`src/rtl/adder_arbiter.sv`:
```
// rtl/adder_arbiter.sv - round-robin arbiter sharing one cla_32 adder across requesters.
// Optional macro ADDER_SUB_EN adds per-requester req_sub (a - b via ~b and forced carry-in).

module cla_32 (
    input  logic [31:0] a_i,
    input  logic [31:0] b_i,
    input  logic        cin_i,
    output logic [31:0] sum_o,
    output logic        cout_o
);

    logic [31:0] bit_g;
    logic [31:0] bit_p;
    logic [31:0] carry;
    logic [7:0]  grp_g;
    logic [7:0]  grp_p;
    logic [8:0]  grp_c;

    // Carries into each bit of a 4-bit group, fully expanded from the group carry-in.
    function automatic logic [3:0] carries4(input logic [3:0] g, input logic [3:0] p,
                                            input logic c0);
        logic [3:0] c;
        c[0] = c0;
        c[1] = g[0] | (p[0] & c0);
        c[2] = g[1] | (p[1] & g[0]) | (p[1] & p[0] & c0);
        c[3] = g[2] | (p[2] & g[1]) | (p[2] & p[1] & g[0]) | (p[2] & p[1] & p[0] & c0);
        return c;
    endfunction

    function automatic logic grp_generate(input logic [3:0] g, input logic [3:0] p);
        return g[3] | (p[3] & g[2]) | (p[3] & p[2] & g[1]) | (p[3] & p[2] & p[1] & g[0]);
    endfunction

    function automatic logic [8:0] group_carries(input logic [7:0] gg, input logic [7:0] gp,
                                                 input logic c0);
        logic [8:0] c;
        c[0] = c0;
        for (int k = 0; k < 8; k++) begin
            c[k+1] = gg[k] | (gp[k] & c[k]);
        end
        return c;
    endfunction

    assign bit_g = a_i & b_i;
    assign bit_p = a_i ^ b_i;

    for (genvar gi = 0; gi < 8; gi++) begin : g_grp
        assign grp_g[gi]        = grp_generate(bit_g[4*gi +: 4], bit_p[4*gi +: 4]);
        assign grp_p[gi]        = &bit_p[4*gi +: 4];
        assign carry[4*gi +: 4] = carries4(bit_g[4*gi +: 4], bit_p[4*gi +: 4], grp_c[gi]);
    end

    assign grp_c  = group_carries(grp_g, grp_p, cin_i);
    assign sum_o  = bit_p ^ carry;
    assign cout_o = grp_c[8];

endmodule

module adder_arbiter #(
    parameter int NUM_REQ = 3,
    parameter int ID_W    = 2
) (
    input  logic                 clk,
    input  logic                 rst,
    input  logic [NUM_REQ-1:0]   req_valid,
    output logic [NUM_REQ-1:0]   req_ready,
    input  logic [NUM_REQ*32-1:0] req_a,
    input  logic [NUM_REQ*32-1:0] req_b,
    input  logic [NUM_REQ-1:0]   req_cin,
`ifdef ADDER_SUB_EN
    input  logic [NUM_REQ-1:0]   req_sub,
`endif
    output logic                 rsp_valid,
    input  logic                 rsp_ready,
    output logic [ID_W-1:0]      rsp_id,
    output logic [31:0]          rsp_sum,
    output logic                 rsp_cout,
    output logic                 rsp_ovf
);

    typedef enum logic {
        S_EMPTY = 1'b0,
        S_FULL  = 1'b1
    } rsp_state_e;

    rsp_state_e      state_q;
    logic [ID_W-1:0] ptr_q;
    logic [ID_W-1:0] ptr_d;
    logic [ID_W-1:0] rsp_id_q;
    logic [31:0]     rsp_sum_q;
    logic            rsp_cout_q;
    logic            rsp_ovf_q;

    logic            gnt_vld;
    logic [ID_W-1:0] gnt_idx;
    logic            slot_free;
    logic            accept;
    logic [31:0]     a_sel;
    logic [31:0]     b_sel;
    logic            cin_sel;
    logic            sub_sel;
    logic [31:0]     b_eff;
    logic            cin_eff;
    logic [31:0]     sum;
    logic            cout;
    logic            ovf;

    function automatic logic [ID_W-1:0] wrap_idx(input logic [ID_W-1:0] base,
                                                 input int unsigned k);
        int unsigned s;
        s = 32'(base) + k;
        if (s >= 32'(NUM_REQ)) begin
            s = s - 32'(NUM_REQ);
        end
        return s[ID_W-1:0];
    endfunction

    // Walk downward so the requester closest to ptr (lowest offset) wins.
    always_comb begin
        gnt_vld = 1'b0;
        gnt_idx = ptr_q;
        for (int k = NUM_REQ - 1; k >= 0; k--) begin
            if (req_valid[wrap_idx(ptr_q, k)]) begin
                gnt_vld = 1'b1;
                gnt_idx = wrap_idx(ptr_q, k);
            end
        end
    end

    assign slot_free = (state_q == S_EMPTY) || rsp_ready;
    assign accept    = gnt_vld && slot_free && !rst;
    assign req_ready = accept ? (NUM_REQ'(1) << gnt_idx) : '0;
    assign ptr_d     = accept ? wrap_idx(gnt_idx, 1) : ptr_q;

    always_comb begin
        a_sel   = '0;
        b_sel   = '0;
        cin_sel = 1'b0;
        sub_sel = 1'b0;
        for (int i = 0; i < NUM_REQ; i++) begin
            if (gnt_idx == ID_W'(i)) begin
                a_sel   = req_a[32*i +: 32];
                b_sel   = req_b[32*i +: 32];
                cin_sel = req_cin[i];
`ifdef ADDER_SUB_EN
                sub_sel = req_sub[i];
`endif
            end
        end
    end

    assign b_eff   = sub_sel ? ~b_sel : b_sel;
    assign cin_eff = sub_sel ? 1'b1 : cin_sel;

    cla_32 u_cla (
        .a_i    (a_sel),
        .b_i    (b_eff),
        .cin_i  (cin_eff),
        .sum_o  (sum),
        .cout_o (cout)
    );

    assign ovf = (a_sel[31] == b_eff[31]) && (sum[31] != a_sel[31]);

    always_ff @(posedge clk) begin
        if (rst) begin
            state_q    <= S_EMPTY;
            ptr_q      <= '0;
            rsp_id_q   <= '0;
            rsp_sum_q  <= '0;
            rsp_cout_q <= 1'b0;
            rsp_ovf_q  <= 1'b0;
        end else begin
            ptr_q <= ptr_d;
            if (accept) begin
                rsp_id_q   <= gnt_idx;
                rsp_sum_q  <= sum;
                rsp_cout_q <= cout;
                rsp_ovf_q  <= ovf;
            end
            case (state_q)
                S_EMPTY: if (accept) state_q <= S_FULL;
                S_FULL:  if (!accept && rsp_ready) state_q <= S_EMPTY;
            endcase
        end
    end

    assign rsp_valid = (state_q == S_FULL);
    assign rsp_id    = rsp_id_q;
    assign rsp_sum   = rsp_sum_q;
    assign rsp_cout  = rsp_cout_q;
    assign rsp_ovf   = rsp_ovf_q;

endmodule

```
`config.mk`:
```
export PLATFORM = sky130hd
export DESIGN_NAME = adder_arbiter
export DESIGN_NICKNAME = d
export VERILOG_FILES = /design/src/rtl/adder_arbiter.sv
export SDC_FILE = /design/constraint.sdc
export NUM_CORES = 1
export LEC_CHECK = 0
export ABC_AREA = 1
export ABC_CLOCK_PERIOD_IN_PS = 4100
export CAP_MARGIN = 10
export CORE_ASPECT_RATIO = 0.7
export CORE_UTILIZATION = 36
export CTS_CLUSTER_SIZE = 24
export DETAILED_ROUTE_END_ITERATION = 6
export GPL_TIMING_DRIVEN = 0
export PLACE_DENSITY = 0.79
export SYNTH_ARGS = -nofsm -noshare
export SYNTH_HDL_FRONTEND = slang
export SYNTH_HIERARCHICAL = 1
export SYNTH_SLANG_ARGS = --single-unit
```
`constraint.sdc`:
```
create_clock -name clk -period 4.1 [get_ports clk]
set_input_delay 0.615 -clock clk [delete_from_list [all_inputs] [get_ports clk]]
set_output_delay 0.615 -clock clk [all_outputs]
set_load 0.05 [all_outputs]
```
* Yosys cells after proc, flatten, opt, wreduce, memory -nomap -nowiden
Cells that the tools add are included. W data, S select, Z words.
Word-level totals: bits in registers 39, bits of input ports 201, output and inout bits 40, logic and storage cells 274
Cells by class: add/subtract/negate cells 7, $lt $le $gt $ge 7, eq/ne operators 4, shift-type cells 1, muxes and demuxes 29, bitwise logic cells 204, reduce and logical (&&, ||, !) cells 16
Operator list (number):
- $mux W32 | 6
- $and A1 B1 Y1 | 120
- $or A1 B1 Y1 | 80
- $xor A32 B32 Y32 | 2
- $and A32 B32 Y32 | 1
- $reduce_and A4 Y1 | 8
- $mux W2 | 7
- $mux W1 | 11
- $ge A3 B2 Y1 const B | 3
- $lt A2 B3 Y1 const B | 3
- $sub A2 B2 Y2 const B | 4
- $add A2 B1 Y3 const B | 2
- $bmux W1 S2 | 3
- $logic_and A1 B1 Y1 | 4
- $add A2 B2 Y3 const B | 1
- $mux W3 | 1
- $shl A1 B2 Y3 const A | 1
- $eq A2 B1 Y1 const B | 1
- $eq A2 B2 Y1 const B | 1
- $ge A2 B2 Y1 const B | 1
- $logic_not A1 Y1 | 2
- $logic_not A2 Y1 | 1
- $pmux W1 S2 | 1
- $eq A1 B1 Y1 | 1
- other kinds (3) | 3

* Depth between registers and ports, before layout
Gate-level depths: netlist of run 1.
depth in word-level cells 35, mapped depth 46, depth with buffers taken out 44

* Cells and area by module
The synthesis of run 1 kept the hierarchy.
Modules (own cells, without submodules):
- adder_arbiter | times used 1, cells each 465, area an instance 2900.3 sq um, seq. area each 780.7 sq um
- cla_32 | times used 1, cells each 182, area an instance 1380.1 sq um, seq. area each 0.0 sq um

* Worst setup path before layout of run 1
Ideal clock, no wire load.
kind reg2reg, start register ptr_q[0], end register rsp_sum_q[29], in the netlist rsp_sum[29], setup time 116 ps, data arrival time 4320 ps, required time 3984 ps, path slack -336 ps, stages on the path, launching flop included 36, buffers on the path 2, clock period less this slack 4436 ps, cells stage by stage dfxtp_1 > inv_1 > ha_1 > nand3_1 > o21ai_1 > nor2_2 > nand2_1 > nand2_1 > nand2_1 > nand2_1 > inv_1 > ha_1 > nor2_1 > buf_2 > clkbuf_1 > a22oi_1 > o21ai_0 > ha_1 > a21oi_1 > nand2_1 > a21oi_2 > nand2_2 > nand2_2 > nand2_4 > nand2_4 > nand2_4 > nand2_4 > nand2_4 > nand2_4 > nand2_4 > nand2_4 > nand2_4 > fa_1 > xor2_1 > nand2_1 > nand2_1
Between the ends: elaborated cells on any way between the ends 119, those cells by class add/sub (5); order compare (3); eq/ne (2); mux (24); bitwise (75); reduce/logical (10)
RTL lines:
- from (decl) | RTL line 87 | logic [ID_W-1:0] ptr_q;
- from (signal assigned) | RTL line 174 | ptr_q <= ptr_d;
- $add A2 B2 Y3 | RTL line 111 | s = 32'(base) + k;
- $ge A3 B2 Y1 or $sub A2 B2 Y2 (tied branches) | RTL line 112, 113
- $mux W2 | RTL line 112 | if (s >= 32'(NUM_REQ)) begin
- $bmux W1 S2 | RTL line 123 | if (req_valid[wrap_idx(ptr_q, k)]) begin
- $mux W1 (implied by the code) | RTL line 123
- $mux W2 (2 in series) | RTL line 123
- $mux W2 (*) | RTL line 123
- named net gnt_idx[1] | RTL line 95 | logic [ID_W-1:0] gnt_idx;
- (+4 left out)
- named net a_sel[7] | RTL line 98 | logic [31:0] a_sel;
- (+12 left out)
- $and A1 B1 Y1 (*) | RTL line 39 | c[k+1] = gg[k] | (gp[k] & c[k]);
- $or A1 B1 Y1 (*) | RTL line 39
- $and A1 B1 Y1 (*) | RTL line 39
- $or A1 B1 Y1 (*) | RTL line 39
- $and A1 B1 Y1 (*) | RTL line 24 | c[1] = g[0] | (p[0] & c0);
- $or A1 B1 Y1 (*) | RTL line 24
- $xor A32 B32 Y32 (*) | RTL line 54 | assign sum_o = bit_p ^ carry;
- named net sum[29] | RTL line 104 | logic [31:0] sum;
- to (signal assigned) | RTL line 177 | rsp_sum_q <= sum;
- to (decl) | RTL line 90 | logic [31:0] rsp_sum_q;
The timed path passes the listed nets; every way through them passes the cells marked *. The select of a mux whose other input is x is not followed. A chain may end at the register's enable or synchronous reset.

* Worst setup path in the final report of run 1
start register ptr_q[0], end register rsp_sum_q[25], in the netlist rsp_sum[25]
Between the ends: elaborated cells on any way between the ends 108, those cells by class add/sub (5); order compare (3); eq/ne (2); mux (24); bitwise (65); reduce/logical (9)
RTL lines (RTL line):
- $add A2 B2 Y3 | 111
- $ge A3 B2 Y1 or $sub A2 B2 Y2 (tied branches) | 112, 113
- $mux W2 | 112
- $bmux W1 S2 | 123
- $mux W1 (implied by the code) | 123
- $mux W2 (2 in series) | 123
- $mux W2 (*) | 123
- named net gnt_idx[1] | 95
- (+4 left out)
- named net a_sel[6] | 98
- (+10 left out)
- $and A1 B1 Y1 (*) | 39
- $or A1 B1 Y1 (*) | 39
- $and A1 B1 Y1 (*) | 39
- $or A1 B1 Y1 (*) | 39
- $and A1 B1 Y1 (*) | 24
- $or A1 B1 Y1 (*) | 24
- $xor A32 B32 Y32 (*) | 54
- named net sum[25] | 104
Marks and branches as above.

==> key figures, run 1 <==
CTS
  • Worst-path clk slew: 60 ps
  • Clock Tree Root: clkbuf_16
  • H-tree depth: 2
  • CTS tree: yes
  • CTS buffer count: 5
  • CTS sink count: 39
  • Max Root-Sink Buffers: 2
  • Skew-Pair Late Insertion Delay: 280 ps

Synth
  • Yosys cell types: 32
  • XOR/XNOR share of the synthesized area: 0.04297
  • Top cells by area, synth: dfxtp_1 18%, nand2_1 17%, ha_1 11%
  • Adder-cell share of the synthesized area: 0.1485
  • Post-synthesis mux area share: 0
  • Synth Instances: 647
  • Post-synthesis simple-gate area fraction: 0.3090
  • Yosys warning total: 6
  • Register area share after synthesis: 0.1824
  • FF+latch count, synth: 39
  • Net count after synthesis: ~900
  • Complex-gate fraction of the synthesized area: 0.2321
  • Cell Area, Synth: 4280 sq um
  • Post-synthesis average cell area: 6.616 sq um
  • Largest family of logic cells by synthesized area: simple AND/OR/NAND/NOR gates
  • Post-synth top area share: 0.1824
  • Area leader, netlist: dfxtp_1

Critical path
  • CP max stage delay: 390 ps
  • Required time of the critical path: 4280 ps
  • Slowest CP cell: dfxtp_4
  • Max FO, Critical Path: 6
  • CP Data Arrival Time: 4610 ps
  • Cell repeated most along the worst path: nand2_4
  • Worst Setup End Kind: register
  • Reg-to-reg critical path startpoint: ptr_q[0]
  • Critical Path Start: ptr_q[0]
  • Reg-to-Reg End: rsp_sum[25]
  • R2R Setup Slk: -340 ps
  • Path depth of the worst reg2reg path: 34
  • CP Class: reg -> reg
  • CP Capture Point: rsp_sum[25]
  • CP Launch Type: register

Global route
  • Grt ovf: 0
  • Initial antenna violation count: 0
  • Largest net degree at the start of global routing: 12
  • Global-route usage over all layers: 0.2768
  • Vias in the first global route: 5405
  • First-pass GRT wire length: 26840 microns

Job
  • Max_cap viols: 0

Timing
  • Final setup TNS: -2904 ps
  • Peak Freq: 0.2254 GHz
  • Worst setup margin: -335.8 ps
  • Slew headroom: 0.6229
  • Clk_skew: 1.597 ps
  • Setup-failing EPs final: 17
  • Min cycle time layout: 4436 ps
  • Endpoints failing hold: 0
  • Max-slew violations: 0
  • Unrepaired setup endpoints after global routing: yes
  • Worst Tran Pin Value: 565.7 ps
  • Final Cycle Share: 1.082

Placed design
  • Port bufs: 240
  • Placed cells: 1040
  • Global placer's final weighted congestion: 0.8593
  • Half-perimeter wire length after placement: 13130 microns

Floorplan
  • Die height: around 93 microns
  • I/O pins: 241
  • Core ar.: 11290 sq um
  • DIE AREA: 12340 sq um
  • Starting Density: 0.3791
  • Row count: 32
  • Width of the die: 132.3 microns

Finish
  • Most frequent cells in the layout: 237 x clkdlybuf4s50_1, 175 x nand2_1, 56 x a22oi_1
  • Final nets: 1184
  • Fill cells: around 970
  • Multi-input gate area: 3432 sq um
  • Layout cells sized above 1: 0.1972
  • Most common cell after layout, fill and taps aside: clkdlybuf4s50_1
  • Register area: 788.3 sq um
  • Final Non-Filler Cells: ~1100
  • Diodes inserted: 0
  • Syn-to-layout area delta: 83.78%
  • Core Util, Final: 0.6967

Route
  • Drt first pass iters: 4
  • Met2 routed wirelength: 8458 microns
  • Routed vias: 5582
  • Drt via density: 5.116
  • Highest metal used: met4
  • DR WL met3: between 1000 and 1500 microns
  • Initial DRC Count: 217
  • Final ANT Viol Nets: 0
  • Post-DR wirelength/cell: around 16 microns
  • Final wirelength: 17630 microns
  • M1 wire length: 7827 microns
  • DRC: 0

Outcome
  • Failing checks: setup timing
  • Status: finished, violations left

Worst hold path
  • Hold WC Path Type: reg -> reg
## cell type report
type                       instances  share of cell area
timing repair buffer             283              0.3539
inverter                          44             0.02354
tap                              153             0.02434
buffer                            39             0.04183
multi-input combinational        525              0.4363
clock buffer                       8             0.01988
sequential                        39              0.1002
## layer usage
layer	global-route usage	up-vias
met5	0	-
met4	0.05651	0
met3	0.03631	20
met2	0.4864	227
met1	0.3630	2569
li1	-	2766
## per-stage QoR
| stage | worst slack (ps) | cell area [sq um] | hold WS (ps) |
|---|---|---|---|
| 2_1_floorplan | 0.7581 | 4329 | 461.1 |
| 3_3_place_gp | -1237 | 6923 | 450.7 |
| 3_5_place_dp | -1361 | 6923 | 455.7 |
| 4_1_cts | -281.6 | 7555 | 464.2 |
| 5_1_grt | -543.5 | 7866 | 484.0 |
| 6_report | -335.8 | 7866 | 461.3 |
## repair_timing
| action | CTS | global route |
|---|---|---|
| hold buffers | 0 | 0 |
| pin swaps | 41 | 51 |
| cloned | 3 | 0 |
| resized for setup | 95 | 64 |
| buffers inserted | 24 | 16 |
| endpoints found under the setup margin | 30 | 26 |
## worst min path at each step
| stage | endpoint | from | cells past startpoint | slack (ps) |
|---|---|---|---|---|
| floorplan | ptr_q[0] | ptr_q[0] | 2 | 460 |
| global placement | rsp_sum[20] | rsp_sum[20] | 2 | 450 |
| detailed placement | rsp_sum[14] | rsp_sum[14] | 2 | 460 |
| CTS | rsp_sum[14] | rsp_sum[14] | 2 | 460 |
| global route | rsp_sum[26] | rsp_sum[26] | 2 | 480 |
| finish | rsp_sum[14] | rsp_sum[14] | 2 | 460 |
## critical path, delay by kind of cell (launching register included)
kind | cells | cell delay (ps)
and+or+nand+nor | 20 | 1580
adders and majority gates | 4 | 1070
buffers and inverters | 6 | 650
AOI/OAI and AO/OA | 3 | 410
DFF | 1 | 390
xor gates and xnor gates | 1 | 160
## cell families (layout without fill, tap and decap cells)
| kind of cell | count (synthesis) | after routing |
|---|---|---|
| AND/OR/NAND/NOR | 298 | 298 |
| buffers and inverters | 83 | 374 |
| flip-flops | 39 | 39 |
| adder cells (fa/ha/maj) | 46 | 46 |
| AO/OA/AOI/OAI | 160 | 160 |
| XOR/XNOR | 21 | 21 |
## cell usage after synthesis, drive strengths merged
library cell	count
fa	8
ha	38
a21oi	24
dfxtp	39
nor3	2
nand2	211
o21ai	70
clkbuf	16
clkinv	1
inv	43
nand3	57
a22oi	63
nor2	27
a211oi	2
xor2	15
and2	1
xnor2	6
o21bai	1
buf	23
## registers in the layout, summed over array words and instances (netlist names)
name,count
rsp_valid,1
rsp_sum,32
rsp_id,2
ptr_q,2
rsp_ovf,1
rsp_cout,1
Power of run 1 is left out: the tool's default activity adds up to more than one toggle a clock period on the data nets, which glitch-free logic cannot reach.
==> run 2: changes to the inputs <==
- CAP_MARGIN: 10 -> default
==> results of run 2 <==
Final layout, timing and power as in run 1 (identical DEF).
Power of run 2 is left out for the same reason.
==> run 3: changes to the inputs <==
- ABC_CLOCK_PERIOD_IN_PS: 4100 -> 5500
- CORE_UTILIZATION: 36 -> 40
- HOLD_SLACK_MARGIN: default -> 0.1
- PLACE_DENSITY: 0.79 -> 0.83
- RECOVER_POWER: default -> 25
- clock period: 4.1 -> 5.5 ns (I/O delays scaled with it)
==> run 3 against run 2 <==
The run ends with DRC left. Non-clock buffer count shrank 43. Global-route usage grew 0.47 points. Sequential share of layout area grew 1.0 points. Utilization shrank 1.3 points. Setup slack gained 700 ps. Final area shrank 9.9%. Register-to-register slack gained 890 ps. Highest routed layer unchanged.
==> key figures, run 3 (same netlist as run 1, synthesis figures left out) <==
Finish
  • Max reg flops: 32 (unchanged)
  • Most frequent cells in the layout: 224 x clkdlybuf4s50_1, 191 x nand2_1, 62 x a22oi_1 (was 237 x clkdlybuf4s50_1, 175 x nand2_1, 56 x a22oi_1)
  • Multi-input gate area: 3141 sq um (was 3432 sq um)
  • Final Non-Filler Cells: 1027 (was 1091)
  • Final nets: 1141 (was 1184)
  • Layout cells sized above 1: 0.07598 (was 0.1972)
  • Most common cell after layout, fill and taps aside: clkdlybuf4s50_1 (unchanged)
  • Core Util, Final: 0.6841 (was 0.6967)
  • Register area: 780.7 sq um (was 788.3 sq um)
  • Diodes inserted: 0 (unchanged)
  • Fill cells: 935 (was 965)
  • Syn-to-layout area delta: 65.51% (was 83.78%)

Route
  • Final wirelength: 15820 microns (was 17630 microns)
  • Drt via density: 5.077 (was 5.116)
  • Highest metal used: met4 (unchanged)
  • Post-DR wirelength/cell: 15.40 microns (was 16.16 microns)
  • Initial DRC Count: 225 (was 217)
  • Final ANT Viol Nets: 0 (unchanged)
  • Routed vias: 5214 (was 5582)
  • DRC: 17 (was 0)
  • M1 wire length: 7195 microns (was 7827 microns)
  • Met2 routed wirelength: 7344 microns (was 8458 microns)
  • DR WL met3: 1129 microns (was 1119 microns)
  • Drt first pass iters: 7 (was 4)

Timing
  • Worst Tran Pin Value: 574.8 ps (was 565.7 ps)
  • Final Cycle Share: 0.9341
  • Peak Freq: 0.1947 GHz
  • Clk_skew: 5.798 ps (was 1.597 ps)
  • Endpoints failing hold: 0 (unchanged)
  • Unrepaired setup endpoints after global routing: no (was yes)
  • Setup-failing EPs final: 0 (was 17)
  • Max-slew violations: 0 (unchanged)
  • Slew headroom: 0.6168 (was 0.6229)
  • Min cycle time layout: around 5100 ps

Global route
  • Global-route usage over all layers: 0.2815 (was 0.2768)
  • Largest net degree at the start of global routing: 14 (was 12)
  • First-pass GRT wire length: 24380 microns (was 26840 microns)
  • Initial antenna violation count: 0 (unchanged)
  • Vias in the first global route: 4850 (was 5405)
  • Grt ovf: 0 (unchanged)

Placed design
  • Port bufs: 240 (unchanged)
  • Global placer's final weighted congestion: 0.8437 (was 0.8593)
  • Placed cells: 1019 (was 1040)
  • Half-perimeter wire length after placement: 12790 microns (was 13130 microns)

CTS
  • H-tree depth: 2 (unchanged)
  • Worst-path clk slew: 60 ps (about the same)
  • CTS buffer count: 5 (unchanged)
  • Clock Tree Root: clkbuf_16 (unchanged)
  • CTS tree: yes (unchanged)
  • CTS sink count: 39 (unchanged)
  • Skew-Pair Late Insertion Delay: 280 ps (about the same)
  • Max Root-Sink Buffers: 2 (unchanged)
  • Post-CTS Hold Buffers: 0 (unchanged)

Floorplan
  • I/O pins: 241 (unchanged)
  • Starting Density: 0.4133 (was 0.3791)
  • DIE AREA: 11130 sq um (was 12340 sq um)
  • Width of the die: 125.6 microns (was 132.3 microns)
  • Core ar.: 10360 sq um (was 11290 sq um)
  • Die height: 88.55 microns (was 93.23 microns)
  • Row count: 31 (was 32)

Worst hold path
  • Hold WC Path Type: reg -> reg (unchanged)
  • Hold Path Cell Cnt: 2 (unchanged)
  • Hold Path Sink: rsp_sum[15] (was rsp_sum[14])
  • Hold_sp: rsp_sum[15] (was rsp_sum[14])

Critical path
  • R2R Setup Slk: 550 ps (was -340 ps)
  • Cell repeated most along the worst path: nand2_4 (unchanged)
  • Max FO, Critical Path: 10 (was 6)
  • Reg-to-Reg End: rsp_sum[29] (was rsp_sum[25])
  • CP Class: in -> reg (was reg -> reg)
  • CP Data Arrival Time: 5310 ps (was 4610 ps)
  • CP max stage delay: 480 ps (was 390 ps)
  • Slowest CP cell: clkdlybuf4s50_1 (was dfxtp_4)
  • Required time of the critical path: 5670 ps (was 4280 ps)
  • Reg-to-reg critical path startpoint: ptr_q[0] (unchanged)
  • CP Launch Type: input port (was register)
  • Path depth of the worst reg2reg path: 37 (was 34)
  • Worst Setup End Kind: register (unchanged)

Outcome
  • Status: finished, violations left (unchanged)
  • Failing checks: DRC (was setup timing)

Job
  • Max_cap viols: 0 (unchanged)
[run 3: cell types whose count changed in the layout (fill, tap and decap cells not counted), sizes merged]
cell / change
dlygate4sd3: +16
clkbuf: +6
clkinvlp: +1
clkdlybuf4s50: -13
bufinv: +2
dlygate4sd2: -3
clkinv: +1
buf: -52
inv: -1
[run 3: per-layer routing]
metal,vias up,track usage
li1,2690,-
met1,2348,0.3546
met2,166,0.5015
met3,10,0.06348
met4,0,0.05211
met5,-,0
[run 3: how the worst max path moves through the flow]
stage | to | start | slack [ps]
4_1_cts | rsp_sum[29] | req_valid[2] | 40
3_5_place_dp | rsp_sum[29] | req_valid[2] | -380
5_1_grt | rsp_sum[29] | req_valid[0] | 10
2_1_floorplan | rsp_sum[29] | req_valid[2] | 970
6_report | rsp_sum[29] | req_valid[2] | 360
3_3_place_gp | rsp_sum[29] | req_valid[2] | -320
[run 3: timing repair]
item / CTS / global route
resized for setup: 3 / 39
setup buffers: 0 / 0
endpoints found under the setup margin: 3 / 14
[run 3: cell type report]
| type | count | share of cell area |
|---|---|---|
| multi-input cells | 525 | 0.4433 |
| well taps | 132 | 0.02331 |
| clock inverters | 3 | 0.009537 |
| flip-flops and latches | 39 | 0.1102 |
| inverters | 44 | 0.02367 |
| plain buffers | 39 | 0.03320 |
| repair buffers | 240 | 0.3391 |
| clock buffers | 5 | 0.01766 |
[run 3: worst max-delay path, delay by kind of cell]
family / cells / cell delay (ps)
AND/OR/NAND/NOR: 21 / 1640
adder cells (fa/ha/maj): 3 / 940
XOR/XNOR: 1 / 170
AO/OA/AOI/OAI: 3 / 460
buffers and inverters: 7 / 1260
[run 3: through the flow]
stage                     TNS (ps)  cell area [sq um]  hold WS (ps)  setup WS [ps]
after floorplan                  0               4280         468.2          970.0
after global placement       -1195               6848         449.3         -320.5
after detailed placement     -1701               6848         454.1         -378.6
after CTS                        0               7044         463.2          40.93
after global routing             0               7084         475.4          13.74
final                            0               7084         461.1          362.7
Power of run 3 is left out for the same reason.
